`src/rtl/uart_tx_sched.sv`:
```
//============================================================================
// Module  : uart_tx_sched
// Brief   : Pops bytes from the TX FIFO read port, launches each one to the
//           UART transmitter and follows its busy handshake until the frame
//           ends. Keeps a sent-frame counter and a sticky timeout flag.
//           Optional SCHED_GAP_EN inserts GAP_CYCLES idle cycles per frame.
// Revision: 1.0 - initial release
//============================================================================
`default_nettype none

module uart_tx_sched #(
   parameter int DATA_WIDTH   = 8,
   parameter int BUSY_TIMEOUT = 255,
   parameter int GAP_CYCLES   = 16
) (
   input  logic                  clk,
   input  logic                  rst,
   input  logic                  enable_i,
   input  logic                  fifo_empty_i,
   input  logic [DATA_WIDTH-1:0] fifo_rdata_i,
   output logic                  fifo_inc_o,
   output logic [DATA_WIDTH-1:0] tx_data_o,
   output logic                  tx_valid_o,
   input  logic                  tx_busy_i,
   output logic [15:0]           sent_count_o,
   output logic                  timeout_err_o
);

   typedef enum logic [2:0] {
      S_IDLE    = 3'd0,
      S_LAUNCH  = 3'd1,
      S_WAIT_HI = 3'd2,
      S_WAIT_LO = 3'd3
`ifdef SCHED_GAP_EN
      ,S_GAP    = 3'd4
`endif
   } state_t;

   localparam logic [7:0] C_TMO_LAST = 8'(BUSY_TIMEOUT - 1);
`ifdef SCHED_GAP_EN
   localparam logic [7:0] C_GAP_LAST = 8'(GAP_CYCLES - 1);
`endif

   // Parameter range guards; both counters share one 8-bit timer.
   if (BUSY_TIMEOUT < 1 || BUSY_TIMEOUT > 255) begin : g_busy_timeout_range
      $error("BUSY_TIMEOUT must be in 1..255");
   end
   if (GAP_CYCLES < 1 || GAP_CYCLES > 255) begin : g_gap_cycles_range
      $error("GAP_CYCLES must be in 1..255");
   end

   state_t                state_q, state_d;
   logic [7:0]            timer_q, timer_d;
   logic [DATA_WIDTH-1:0] tx_data_q, tx_data_d;
   logic                  fifo_inc_q, fifo_inc_d;
   logic                  tx_valid_q, tx_valid_d;
   logic [15:0]           sent_count_q, sent_count_d;
   logic                  timeout_err_q, timeout_err_d;

   always_ff @(posedge clk) begin
      if (rst) begin
         state_q       <= S_IDLE;
         timer_q       <= 8'd0;
         tx_data_q     <= '0;
         fifo_inc_q    <= 1'b0;
         tx_valid_q    <= 1'b0;
         sent_count_q  <= 16'd0;
         timeout_err_q <= 1'b0;
      end else begin
         state_q       <= state_d;
         timer_q       <= timer_d;
         tx_data_q     <= tx_data_d;
         fifo_inc_q    <= fifo_inc_d;
         tx_valid_q    <= tx_valid_d;
         sent_count_q  <= sent_count_d;
         timeout_err_q <= timeout_err_d;
      end
   end

   always_comb begin
      state_d       = state_q;
      timer_d       = timer_q;
      tx_data_d     = tx_data_q;
      fifo_inc_d    = 1'b0;
      tx_valid_d    = 1'b0;
      sent_count_d  = sent_count_q;
      timeout_err_d = timeout_err_q;

      case (state_q)
         S_IDLE: begin
            if (enable_i && !fifo_empty_i) begin
               tx_data_d  = fifo_rdata_i;
               fifo_inc_d = 1'b1;
               tx_valid_d = 1'b1;
               state_d    = S_LAUNCH;
            end
         end
         S_LAUNCH: begin
            timer_d = 8'd0;
            state_d = S_WAIT_HI;
         end
         S_WAIT_HI: begin
            // The byte is already popped; on timeout it is simply dropped.
            if (tx_busy_i) begin
               state_d = S_WAIT_LO;
            end else if (timer_q == C_TMO_LAST) begin
               timeout_err_d = 1'b1;
               timer_d       = 8'd0;
               state_d       = S_IDLE;
            end else begin
               timer_d = timer_q + 8'd1;
            end
         end
         S_WAIT_LO: begin
            if (!tx_busy_i) begin
               sent_count_d = sent_count_q + 16'd1;
`ifdef SCHED_GAP_EN
               timer_d      = 8'd0;
               state_d      = S_GAP;
`else
               state_d      = S_IDLE;
`endif
            end
         end
`ifdef SCHED_GAP_EN
         S_GAP: begin
            if (timer_q == C_GAP_LAST) begin
               timer_d = 8'd0;
               state_d = S_IDLE;
            end else begin
               timer_d = timer_q + 8'd1;
            end
         end
`endif
         default: begin
            state_d = S_IDLE;
         end
      endcase
   end

   assign fifo_inc_o    = fifo_inc_q;
   assign tx_data_o     = tx_data_q;
   assign tx_valid_o    = tx_valid_q;
   assign sent_count_o  = sent_count_q;
   assign timeout_err_o = timeout_err_q;

endmodule

`default_nettype wire

```
`config.mk`:
```
export PLATFORM = sky130hd
export DESIGN_NAME = uart_tx_sched
export DESIGN_NICKNAME = d
export VERILOG_FILES = /design/src/rtl/uart_tx_sched.sv
export SDC_FILE = /design/constraint.sdc
export NUM_CORES = 1
export LEC_CHECK = 0
export ABC_CLOCK_PERIOD_IN_PS = 2660
export BUFFER_PORTS_ARGS = -buffer_cell sky130_fd_sc_hd__buf_2
export CORE_ASPECT_RATIO = 0.6
export CORE_MARGIN = 4
export CORE_UTILIZATION = 40
export CTS_CLUSTER_DIAMETER = 40
export DETAILED_ROUTE_END_ITERATION = 16
export GPL_TIMING_DRIVEN = 0
export PLACE_DENSITY = 0.64
export SYNTH_ARGS = -nofsm -noshare
export SYNTH_HDL_FRONTEND = slang
export SYNTH_SLANG_ARGS = --single-unit
```
`constraint.sdc`:
```
create_clock -name clk -period 2.66 [get_ports clk]
set_input_delay 0.266 -clock clk [delete_from_list [all_inputs] [get_ports clk]]
set_output_delay 0.266 -clock clk [all_outputs]
set_load 0.1 [all_outputs]
```
Word-level counts from Yosys, hierarchy flattened
Cells that the tools add are included.
{"block": "totals", "wordCells": 37, "output_inout_bits": 27, "input_bits": 13, "regBits": 37}
{"block": "op_classes", "reduce_logical": 10, "n_eq_ne": 8, "mux": 9, "n_bitwise": 2, "n_addsub": 2}
{"cell": "adder 16 x 1 -> 16 bit, second input constant", "n": 1}
{"cell": "2-to-1 mux 8 bit", "n": 2}
{"cell": "one-hot mux 8 bit (2 select lines)", "n": 1}
{"cell": "2-to-1 mux 3 bit", "n": 4}
{"cell": "one-hot mux 3 bit (4 select lines)", "n": 1}
{"cell": "adder 8 x 1 -> 8 bit, second input constant", "n": 1}
{"cell": "equality test 8 bit, second input constant", "n": 1}
{"cell": "equality test 3 x 2 -> 1 bit, second input constant", "n": 2}
{"cell": "inequality test 2 bit, second input constant", "n": 3}
{"cell": "AND reduction 2 bit", "n": 3}
{"cell": "AND reduction 3 bit", "n": 2}
{"cell": "equality test 3 x 1 -> 1 bit, second input constant", "n": 1}
{"cell": "logical NOT 3 bit", "n": 1}
{"cell": "inequality test 3 bit, second input constant", "n": 1}
{"cell": "NOT 1 bit", "n": 2}
{"cell": "nonzero test 2 bit", "n": 1}
{"cell": "OR reduction 2 bit", "n": 1}
{"cell": "logical AND 1 bit", "n": 1}
{"cell": "logical NOT 1 bit", "n": 1}
{"cell": "2-to-1 mux 1 bit", "n": 1}

Longest topological paths before layout
Gate-level depths: netlist of the first run.
{"block": "logic_depth", "depth_word": 4, "ltp_mapped": 6, "depth_no_buf": 6}

Least setup slack after synthesis of the first run
No wires, ideal clock.
{"block": "synth_timing", "path_type": "register -> register", "start": "register sent_count_q[3] (netlist: sent_count_o[3])", "end": "register sent_count_q[14] (netlist: sent_count_o[14])", "t_arrival_ps": 2274, "synth_period_minus_slack_ps": 2345, "required_time_ps": 2590, "n_path_buf": 1, "setup_ps": 70, "path_slack_ps": 315, "path_stages_with_launch": 6, "path_cell_list": "dfxtp_1 > and4_4 > and4_1 > buf_4 > or4b_1 > a21oi_1"}
{"block": "synth_between", "elab_chain_len": 1}
{"item": "start: declaration", "line_no": "57", "source": "logic [15:0] sent_count_q, sent_count_d;"}
{"item": "start signal: assignment", "line_no": "75", "source": "sent_count_q <= sent_count_d;"}
{"item": "adder 16 x 1 -> 16 bit", "line_no": "116", "source": "sent_count_d = sent_count_q + 16'd1;"}
Every way passes these cells.
A chain may end at the register's enable or synchronous reset.

Worst setup path in the final report of the first run
{"block": "layout_timing", "start": "register state_q[1]", "end": "register timer_q[2]"}
{"block": "layout_between", "elab_chain_len": 3, "elab_cells_between_ends": 6, "cone_classes": "3 x eq/ne; 1 x mux; 2 x reduce/logical"}
{"item": "start: declaration", "line_no": "52", "source": "state_t state_q, state_d;"}
{"item": "start signal: assignment", "line_no": "70", "source": "state_q <= state_d;"}
{"item": "equality test 3 x 2 -> 1 bit or equality test 3 x 1 -> 1 bit (tied branches)", "line_no": "89", "source": "case (state_q)"}
{"item": "inequality test 2 bit (no line) or nonzero test 2 bit (tied branches)"}
{"item": "AND reduction 2 bit (no line)"}
{"item": "end signal: assignment", "line_no": "71", "source": "timer_q <= timer_d;"}
{"item": "end: declaration", "line_no": "53", "source": "logic [7:0] timer_q, timer_d;"}
Several ways; a longest one is shown, not always the timed one.

==> results of run 1 <==
power groups by stage:
stage / Clock (uW) / Combinational [uW] / Sequential, uW
after floorplan: 0 / 43.3 / 615
after global placement: 0 / 121 / 565
after detailed placement: 0 / 122 / 565
after CTS: 404 / 122 / 553
after global routing: 424 / 130 / 553
final: 395 / 121 / 553
layout make-up:
type / instances / area, um2
sequential: 36 / 721
timing repair buffer: 38 / 190
clock buffer: 8 / 90.1
inverter: 7 / 26.3
tap: 47 / 58.8
fill: 365 / 1830
multi-input combinational: 136 / 802
buffer: 10 / 48.8
path summary, 6_finish.rpt:
path,from,endpoint,depth (start not counted)
worst max-delay path,state_q[1],timer_q[2],5
worst min-delay path,fifo_rdata_i[2],tx_data_o[2],3
worst max register to register,state_q[1],timer_q[2],5
worst min register to register,tx_data_o[2],tx_data_o[2],2
critical path: stages, from the launching register on:
cell and delay [ns]:
dfxtp_1 0.30, buf_2 0.17, or3b_1 0.47, a21oi_2 0.36, a21oi_1 0.12, a211oi_1 0.27
per-layer routing:
metal	routed length, um	vias to the layer above	GRT usage
li1	-	758	-
met4	17	0	0.0446
met5	0	-	0
met3	263	2	0.0491
met1	2000	663	0.229
met2	1350	42	0.192
cells in the mapped netlist, types with 3 or more instances:
library cell	number	share of area
xnor2_1	6	0.033
clkbuf_1	5	0.012
inv_1	7	0.016
or3_1	4	0.016
xor2_1	5	0.027
buf_2	3	0.0094
nand2_1	23	0.054
nor2_1	19	0.045
ha_1	3	0.023
a31oi_1	6	0.023
nor3_1	7	0.022
nand3_1	10	0.031
nand4_1	8	0.031
a21oi_1	19	0.060
dfxtp_1	36	0.45
registers in the layout, summed over array words and instances, names as in the netlist:
register       count
sent_count_o      16
state_q            2
timeout_err_o      1
timer_q            8
tx_data_o          8
tx_valid_o         1
cells by family (layout without fill, tap and decap cells):
| family | Yosys count | count (layout) | synth area share |
|---|---|---|---|
| AOI/OAI and AO/OA | 32 | 32 | 0.119 |
| adders and majority gates | 3 | 3 | 0.0235 |
| buffers and inverters | 17 | 63 | 0.0470 |
| and+or+nand+nor | 88 | 88 | 0.287 |
| xor gates and xnor gates | 11 | 11 | 0.0603 |
| DFF | 36 | 36 | 0.451 |
| muxes | 2 | 2 | 0.0125 |
per-stage QoR:
stage | total power, uW | setup slack, ns | area, um2
final | 1070 | 0.877 | 1940
after global routing | 1110 | 0.753 | 1940
after CTS | 1080 | 0.898 | 1940
after detailed placement | 687 | 0.922 | 1850
after global placement | 687 | 0.903 | 1850
after floorplan | 659 | 0.315 | 1600
==> impl_metrics.prom, run 1 <==
# TYPE chip_impl_metric gauge
chip_impl_metric{name="dpl.hpwl",unit="um"} 2650
chip_impl_metric{name="timing.max_cap.violations",unit=""} 0
chip_impl_metric{name="power_switching",unit="uW"} 284
chip_impl_metric{name="design.final.nets",unit=""} 250
chip_impl_metric{name="final-instance-count-excl-fill",unit=""} 282
chip_impl_metric{name="power.internal",unit="uW"} 785
chip_impl_metric{name="grt_overflow",unit=""} 0
chip_impl_metric{name="clkSlewWorstSetupHoldPaths",unit="ns"} 0.07
chip_impl_info{name="critPathLaunchType",value="register"} 1
chip_impl_info{name="hold_path_class",value="input pin to register"} 1
chip_impl_metric{name="timing_hold_violations_final",unit=""} 0
chip_impl_metric{name="edff_count_synth",unit=""} 0
chip_impl_metric{name="final-setup-viol-count",unit=""} 0
chip_impl_metric{name="synth.ff_latch_count",unit=""} 36
chip_impl_metric{name="post_cts_resized",unit=""} 0
chip_impl_metric{name="reg2reg_slack",unit="ns"} 0.88
chip_impl_info{name="setup.worst_path.class",value="register to register"} 1
chip_impl_metric{name="overall_track_demand_over_capacity_in_global_routing",unit=""} 0.149
chip_impl_metric{name="detail_route.first_pass.iterations",unit=""} 4
chip_impl_metric{name="core_utilization_of_the_finished_layout",unit=""} 0.514
chip_impl_metric{name="switching_share",unit=""} 0.266
chip_impl_metric{name="slew_headroom",unit=""} 0.495
chip_impl_metric{name="synthesis.area",unit="um2"} 1600
chip_impl_metric{name="cts_hold_buffers",unit=""} 0
chip_impl_metric{name="grt_first_pass_wirelength",unit="um"} 5890
chip_impl_metric{name="setup_total_negative_slack",unit="ns"} 0
chip_impl_metric{name="syn2layout_area_growth",unit="%"} 21.2
chip_impl_metric{name="crit_fanout",unit=""} 8
chip_impl_metric{name="clock_skew",unit="ns"} 0.00449
chip_impl_metric{name="dieHeight",unit="um"} 57.0
chip_impl_metric{name="clock_tree.htree_level_count",unit=""} 2
chip_impl_metric{name="vdd_ir_drop_max",unit="V"} 0.000186
chip_impl_metric{name="insertedDiodeCount",unit=""} 0
chip_impl_metric{name="std_cell_rows",unit=""} 17
chip_impl_metric{name="floorplan.initialDensity",unit=""} 0.424
chip_impl_metric{name="io_buf_count",unit=""} 38
chip_impl_metric{name="syn-num-nets",unit=""} 205
chip_impl_metric{name="ys_seq_area_frac",unit=""} 0.451
chip_impl_metric{name="cellLeakagePower",unit="uW"} 0.000790
chip_impl_metric{name="floorplan.die.width",unit="um"} 89.6
chip_impl_metric{name="postCtsSetupRepairBufs",unit=""} 0
chip_impl_metric{name="dp_cells",unit=""} 274
chip_impl_metric{name="layout_worst_path_cycle_share",unit=""} 0.670
chip_impl_info{name="rsz0062_at_grt",value="false"} 1
chip_impl_metric{name="detail-route-antenna-nets",unit=""} 0
chip_impl_info{name="layout.cells.most_common",value="buf_2"} 1
chip_impl_metric{name="syn_warnings",unit=""} 0
chip_impl_metric{name="fin_crit",unit="ns"} 1.78
chip_impl_metric{name="asyncSetResetFlopFracSynth",unit=""} 0
chip_impl_metric{name="core-area",unit="um2"} 3760
chip_impl_info{name="ys_dominant_reg_cell",value="dfxtp_1"} 1
chip_impl_metric{name="finalMaxSlewViolations",unit=""} 0
chip_impl_metric{name="numCtsBuffers",unit=""} 5
chip_impl_metric{name="worst_slew_pin_slew",unit="ns"} 0.756
chip_impl_metric{name="share_of_post_route_cells_with_drive_strength_above_1",unit=""} 0.238
chip_impl_metric{name="grt_max_degree",unit=""} 11
chip_impl_metric{name="routed_wirelength",unit="um"} 3630
chip_impl_metric{name="cts.path.max_buffers",unit=""} 2
chip_impl_metric{name="first_iter_violations",unit=""} 84
chip_impl_metric{name="top_level_ports",unit=""} 40
chip_impl_metric{name="synth.distinct_cells",unit=""} 36
chip_impl_metric{name="clock_latency",unit="ns"} 0.28
chip_impl_info{name="result_of_the_run",value="complete, no violations"} 1
chip_impl_metric{name="required",unit="ns"} 2.85
chip_impl_metric{name="fin_worst_hold_slack",unit="ns"} 0.221
chip_impl_metric{name="pwr-share-comb",unit=""} 0.113
chip_impl_info{name="layout.cells.most_common_list",value="buf_2, dfxtp_1, nand2_1, nor2_1, a21oi_1"} 1
chip_impl_metric{name="synthesis.instances",unit=""} 189
chip_impl_metric{name="first_global_vias",unit=""} 1270
chip_impl_metric{name="syn-mean-instance-area",unit="um2"} 8.45
chip_impl_metric{name="initial_antenna_violation_count",unit=""} 0
chip_impl_metric{name="detail_route.wl_per_cell",unit="um"} 12.9
chip_impl_metric{name="route.detailed.drc",unit=""} 0
chip_impl_metric{name="fmax",unit="GHz"} 0.561
chip_impl_info{name="cts_tree",value="built"} 1
chip_impl_info{name="critical_path.endpoint_type",value="register"} 1
chip_impl_metric{name="vias_per_cell",unit=""} 5.20
chip_impl_metric{name="power-per-cell-area",unit="nW/um2"} 552
chip_impl_info{name="ctsRootBufferMaster",value="clkbuf_8"} 1
chip_impl_metric{name="clkPwrFrac",unit=""} 0.369
chip_impl_metric{name="dr_total_vias",unit=""} 1465
chip_impl_metric{name="die-area",unit="um2"} 5100
chip_impl_metric{name="tritoncts_num_sinks",unit=""} 36
chip_impl_metric{name="critPathArrivalTime",unit="ns"} 1.97
chip_impl_metric{name="gpl.final_weighted_congestion",unit=""} 0.924
chip_impl_metric{name="power.share.sequential",unit=""} 0.517
Note: power is estimated with default switching activity, not from simulation.
==> inputs of run 2 (changes only) <==
- ABC_AREA: default -> 1
- ABC_CLOCK_PERIOD_IN_PS: 2660 -> 1500
- PLACE_DENSITY: 0.64 -> 0.66
- clock period: 2.66 -> 1.5 ns (I/O delays scaled with it)
==> impl_metrics.prom, run 2 <==
# TYPE chip_impl_metric gauge
chip_impl_metric{name="insertedDiodeCount",unit=""} 0
chip_impl_metric{name="clock_tree.htree_level_count",unit=""} 2
chip_impl_metric{name="die-area",unit="um2"} 5480
chip_impl_metric{name="synth.ff_latch_count",unit=""} 36
chip_impl_metric{name="fin_worst_hold_slack",unit="ns"} 0.112
chip_impl_info{name="ctsRootBufferMaster",value="clkbuf_8"} 1
chip_impl_metric{name="dpl.hpwl",unit="um"} 3160
chip_impl_metric{name="switching_share",unit=""} 0.317
chip_impl_metric{name="cts_hold_buffers",unit=""} 0
chip_impl_metric{name="clock_latency",unit="ns"} 0.28
chip_impl_metric{name="gpl.final_weighted_congestion",unit=""} 0.794
chip_impl_metric{name="detail_route.wl_per_cell",unit="um"} 11.4
chip_impl_metric{name="pwr-share-comb",unit=""} 0.187
chip_impl_metric{name="syn-mean-instance-area",unit="um2"} 6.79
chip_impl_metric{name="numCtsBuffers",unit=""} 5
chip_impl_metric{name="setup_total_negative_slack",unit="ns"} 0
chip_impl_metric{name="fmax",unit="GHz"} 0.739
chip_impl_info{name="ys_dominant_reg_cell",value="dfxtp_1"} 1
chip_impl_metric{name="clkPwrFrac",unit=""} 0.342
chip_impl_metric{name="syn2layout_area_growth",unit="%"} 22.5
chip_impl_metric{name="ys_seq_area_frac",unit=""} 0.416
chip_impl_metric{name="cellLeakagePower",unit="uW"} 0.000932
chip_impl_metric{name="clkSlewWorstSetupHoldPaths",unit="ns"} 0.07
chip_impl_metric{name="power.share.sequential",unit=""} 0.472
chip_impl_metric{name="cts.path.max_buffers",unit=""} 2
chip_impl_metric{name="worst_slew_pin_slew",unit="ns"} 0.510
chip_impl_metric{name="timing.max_cap.violations",unit=""} 0
chip_impl_metric{name="largest_register_ff_count",unit=""} 16
chip_impl_info{name="cts_tree",value="built"} 1
chip_impl_metric{name="grt_first_pass_wirelength",unit="um"} 7090
chip_impl_metric{name="top_level_ports",unit=""} 40
chip_impl_metric{name="route.detailed.drc",unit=""} 0
chip_impl_metric{name="finalMaxSlewViolations",unit=""} 0
chip_impl_metric{name="initial_antenna_violation_count",unit=""} 0
chip_impl_metric{name="power_switching",unit="uW"} 688
chip_impl_info{name="netlist_top_cells_area",value="dfxtp_1, nand2_1, nor2_1, inv_1, o21ai_0"} 1
chip_impl_info{name="layout.cells.most_common",value="nand2_1"} 1
chip_impl_metric{name="synth.distinct_cells",unit=""} 22
chip_impl_metric{name="synthesis.instances",unit=""} 255
chip_impl_metric{name="slew_headroom",unit=""} 0.660
chip_impl_metric{name="synth-compound-area-share",unit=""} 0.118
chip_impl_info{name="critPathLaunchType",value="register"} 1
chip_impl_metric{name="post_synthesis_xor_xnor_area_fraction",unit=""} 0.0101
chip_impl_metric{name="post_cts_resized",unit=""} 0
chip_impl_metric{name="required",unit="ns"} 1.72
chip_impl_metric{name="io_buf_count",unit=""} 38
chip_impl_metric{name="syn-num-nets",unit=""} 271
chip_impl_metric{name="share_of_post_route_cells_with_drive_strength_above_1",unit=""} 0.263
chip_impl_metric{name="routed_wirelength",unit="um"} 4120
chip_impl_info{name="hold_path_class",value="input pin to register"} 1
chip_impl_metric{name="tritoncts_num_sinks",unit=""} 36
chip_impl_metric{name="core-area",unit="um2"} 4140
chip_impl_info{name="synthTopCellsByCount",value="nand2_1, nor2_1, dfxtp_1, inv_1, o21ai_0"} 1
chip_impl_metric{name="detail-route-antenna-nets",unit=""} 0
chip_impl_info{name="synth_area_leader_cell",value="dfxtp_1"} 1
chip_impl_metric{name="overall_track_demand_over_capacity_in_global_routing",unit=""} 0.168
chip_impl_metric{name="first_global_vias",unit=""} 1516
chip_impl_metric{name="synth_simple_gate_area_frac",unit=""} 0.354
chip_impl_info{name="combinational_family_with_the_most_area_after_synthesis",value="simple AND/OR/NAND/NOR gates"} 1
chip_impl_info{name="layout.cells.most_common_list",value="nand2_1, nor2_1, buf_2, inv_1, dfxtp_1"} 1
chip_impl_metric{name="dr_total_vias",unit=""} 1677
chip_impl_metric{name="core_utilization_of_the_finished_layout",unit=""} 0.511
chip_impl_metric{name="timing_hold_violations_final",unit=""} 0
chip_impl_metric{name="power.internal",unit="uW"} 1480
chip_impl_metric{name="final-setup-viol-count",unit=""} 0
chip_impl_metric{name="design.final.nets",unit=""} 316
chip_impl_metric{name="crit_fanout",unit=""} 7
chip_impl_info{name="result_of_the_run",value="complete, no violations"} 1
chip_impl_metric{name="synth_largest_type_area_fraction",unit=""} 0.416
chip_impl_metric{name="first_iter_violations",unit=""} 67
chip_impl_metric{name="asyncSetResetFlopFracSynth",unit=""} 0
chip_impl_metric{name="clock_skew",unit="ns"} 0.00194
chip_impl_metric{name="floorplan.initialDensity",unit=""} 0.418
chip_impl_metric{name="syn_warnings",unit=""} 0
chip_impl_metric{name="grt_max_degree",unit=""} 11
chip_impl_metric{name="std_cell_rows",unit=""} 18
chip_impl_info{name="library_cell_with_the_highest_instance_count_after_synthesis",value="nand2_1"} 1
chip_impl_metric{name="critPathArrivalTime",unit="ns"} 1.57
chip_impl_metric{name="post_synth_mux_area_share",unit=""} 0
chip_impl_metric{name="floorplan.die.width",unit="um"} 92.9
chip_impl_info{name="critical_path.endpoint_type",value="register"} 1
chip_impl_metric{name="vdd_ir_drop_max",unit="V"} 0.000590
chip_impl_metric{name="postCtsSetupRepairBufs",unit=""} 0
chip_impl_metric{name="edff_count_synth",unit=""} 0
chip_impl_metric{name="power-per-cell-area",unit="nW/um2"} 1020
chip_impl_metric{name="vias_per_cell",unit=""} 4.66
chip_impl_metric{name="synthesis.area",unit="um2"} 1730
chip_impl_info{name="setup.worst_path.class",value="register to register"} 1
chip_impl_metric{name="dieHeight",unit="um"} 58.9
chip_impl_metric{name="detail_route.first_pass.iterations",unit=""} 4
chip_impl_metric{name="fin_crit",unit="ns"} 1.35
chip_impl_info{name="rsz0062_at_grt",value="false"} 1
chip_impl_metric{name="grt_overflow",unit=""} 0
chip_impl_metric{name="layout_worst_path_cycle_share",unit=""} 0.902
chip_impl_metric{name="synth_fa_ha_area_frac",unit=""} 0.0217
[run 2: cell count changes in the layout (fill, tap and decap cells not counted), sizes merged, moves of 4 or more]
cell / delta
clkbuf: -5
xnor2: -6
nor2: +38
o21ai: +18
a31oi: -6
nor3: -7
or3: -4
inv: +23
nand2: +44
[run 2: cell type report]
type | instances | area (um2)
Fill cell | 439 | 2020
Multi-Input combinational cell | 184 | 880
Sequential cell | 36 | 741
Timing Repair Buffer | 38 | 190
Inverter | 31 | 116
Clock buffer | 7 | 96.3
Tap cell | 60 | 75.1
Buffer | 4 | 21.3
[run 2: worst paths after layout]
check                   to       startpoint  slack, ns  depth (start not counted)
min           tx_data_o[0]  fifo_rdata_i[0]       0.11                          3
max             timer_q[6]       timer_q[0]       0.15                          7
min reg2reg  timeout_err_o    timeout_err_o       0.46                          2
max reg2reg     timer_q[6]       timer_q[0]       0.15                          7
[run 2: routing by layer]
layer / vias up / GRT usage / part of all wire
met2: 58 / 0.230 / 0.40
li1: 883 / - / -
met5: - / 0 / 0
met4: 0 / 0.0689 / 0.0087
met1: 731 / 0.238 / 0.50
met3: 5 / 0.0587 / 0.090
[run 2: cell families (layout without fill, tap and decap cells)]
kind of cell             Yosys count  in the layout
XOR/XNOR                           2              2
AO/OA/AOI/OAI                     38             38
AND/OR/NAND/NOR                  141            141
buffers and inverters             35             80
adder cells (fa/ha/maj)            3              3
flip-flops                        36             36
[run 2: critical path: stages (launching register included)]
cell	delay, ns
dfxtp_1	0.37
inv_1	0.09
ha_1	0.19
nand2_1	0.10
nor2_4	0.05
a21oi_4	0.24
nand3_1	0.11
a21oi_1	0.13
[run 2: power groups by stage]
| stage | sequential, uW | clock (uW) | combinational [uW] |
|---|---|---|---|
| detailed placement | 1040 | 0 | 406 |
| floorplan | 1220 | 0 | 142 |
| CTS | 1020 | 760 | 407 |
| global route | 1030 | 819 | 439 |
| finish | 1020 | 741 | 405 |
| global placement | 1040 | 0 | 403 |
[run 2: stage by stage]
stage / setup WS [ns] / cell area (um2) / cells / power (uW)
2_1_floorplan: 0.0000105 / 1750 / 255 / 1370
3_3_place_gp: 0.143 / 2020 / 353 / 1440
3_5_place_dp: 0.126 / 2020 / 353 / 1450
4_1_cts: 0.118 / 2110 / 360 / 2190
5_1_grt: 0.0132 / 2120 / 360 / 2280
6_report: 0.147 / 2120 / 360 / 2170
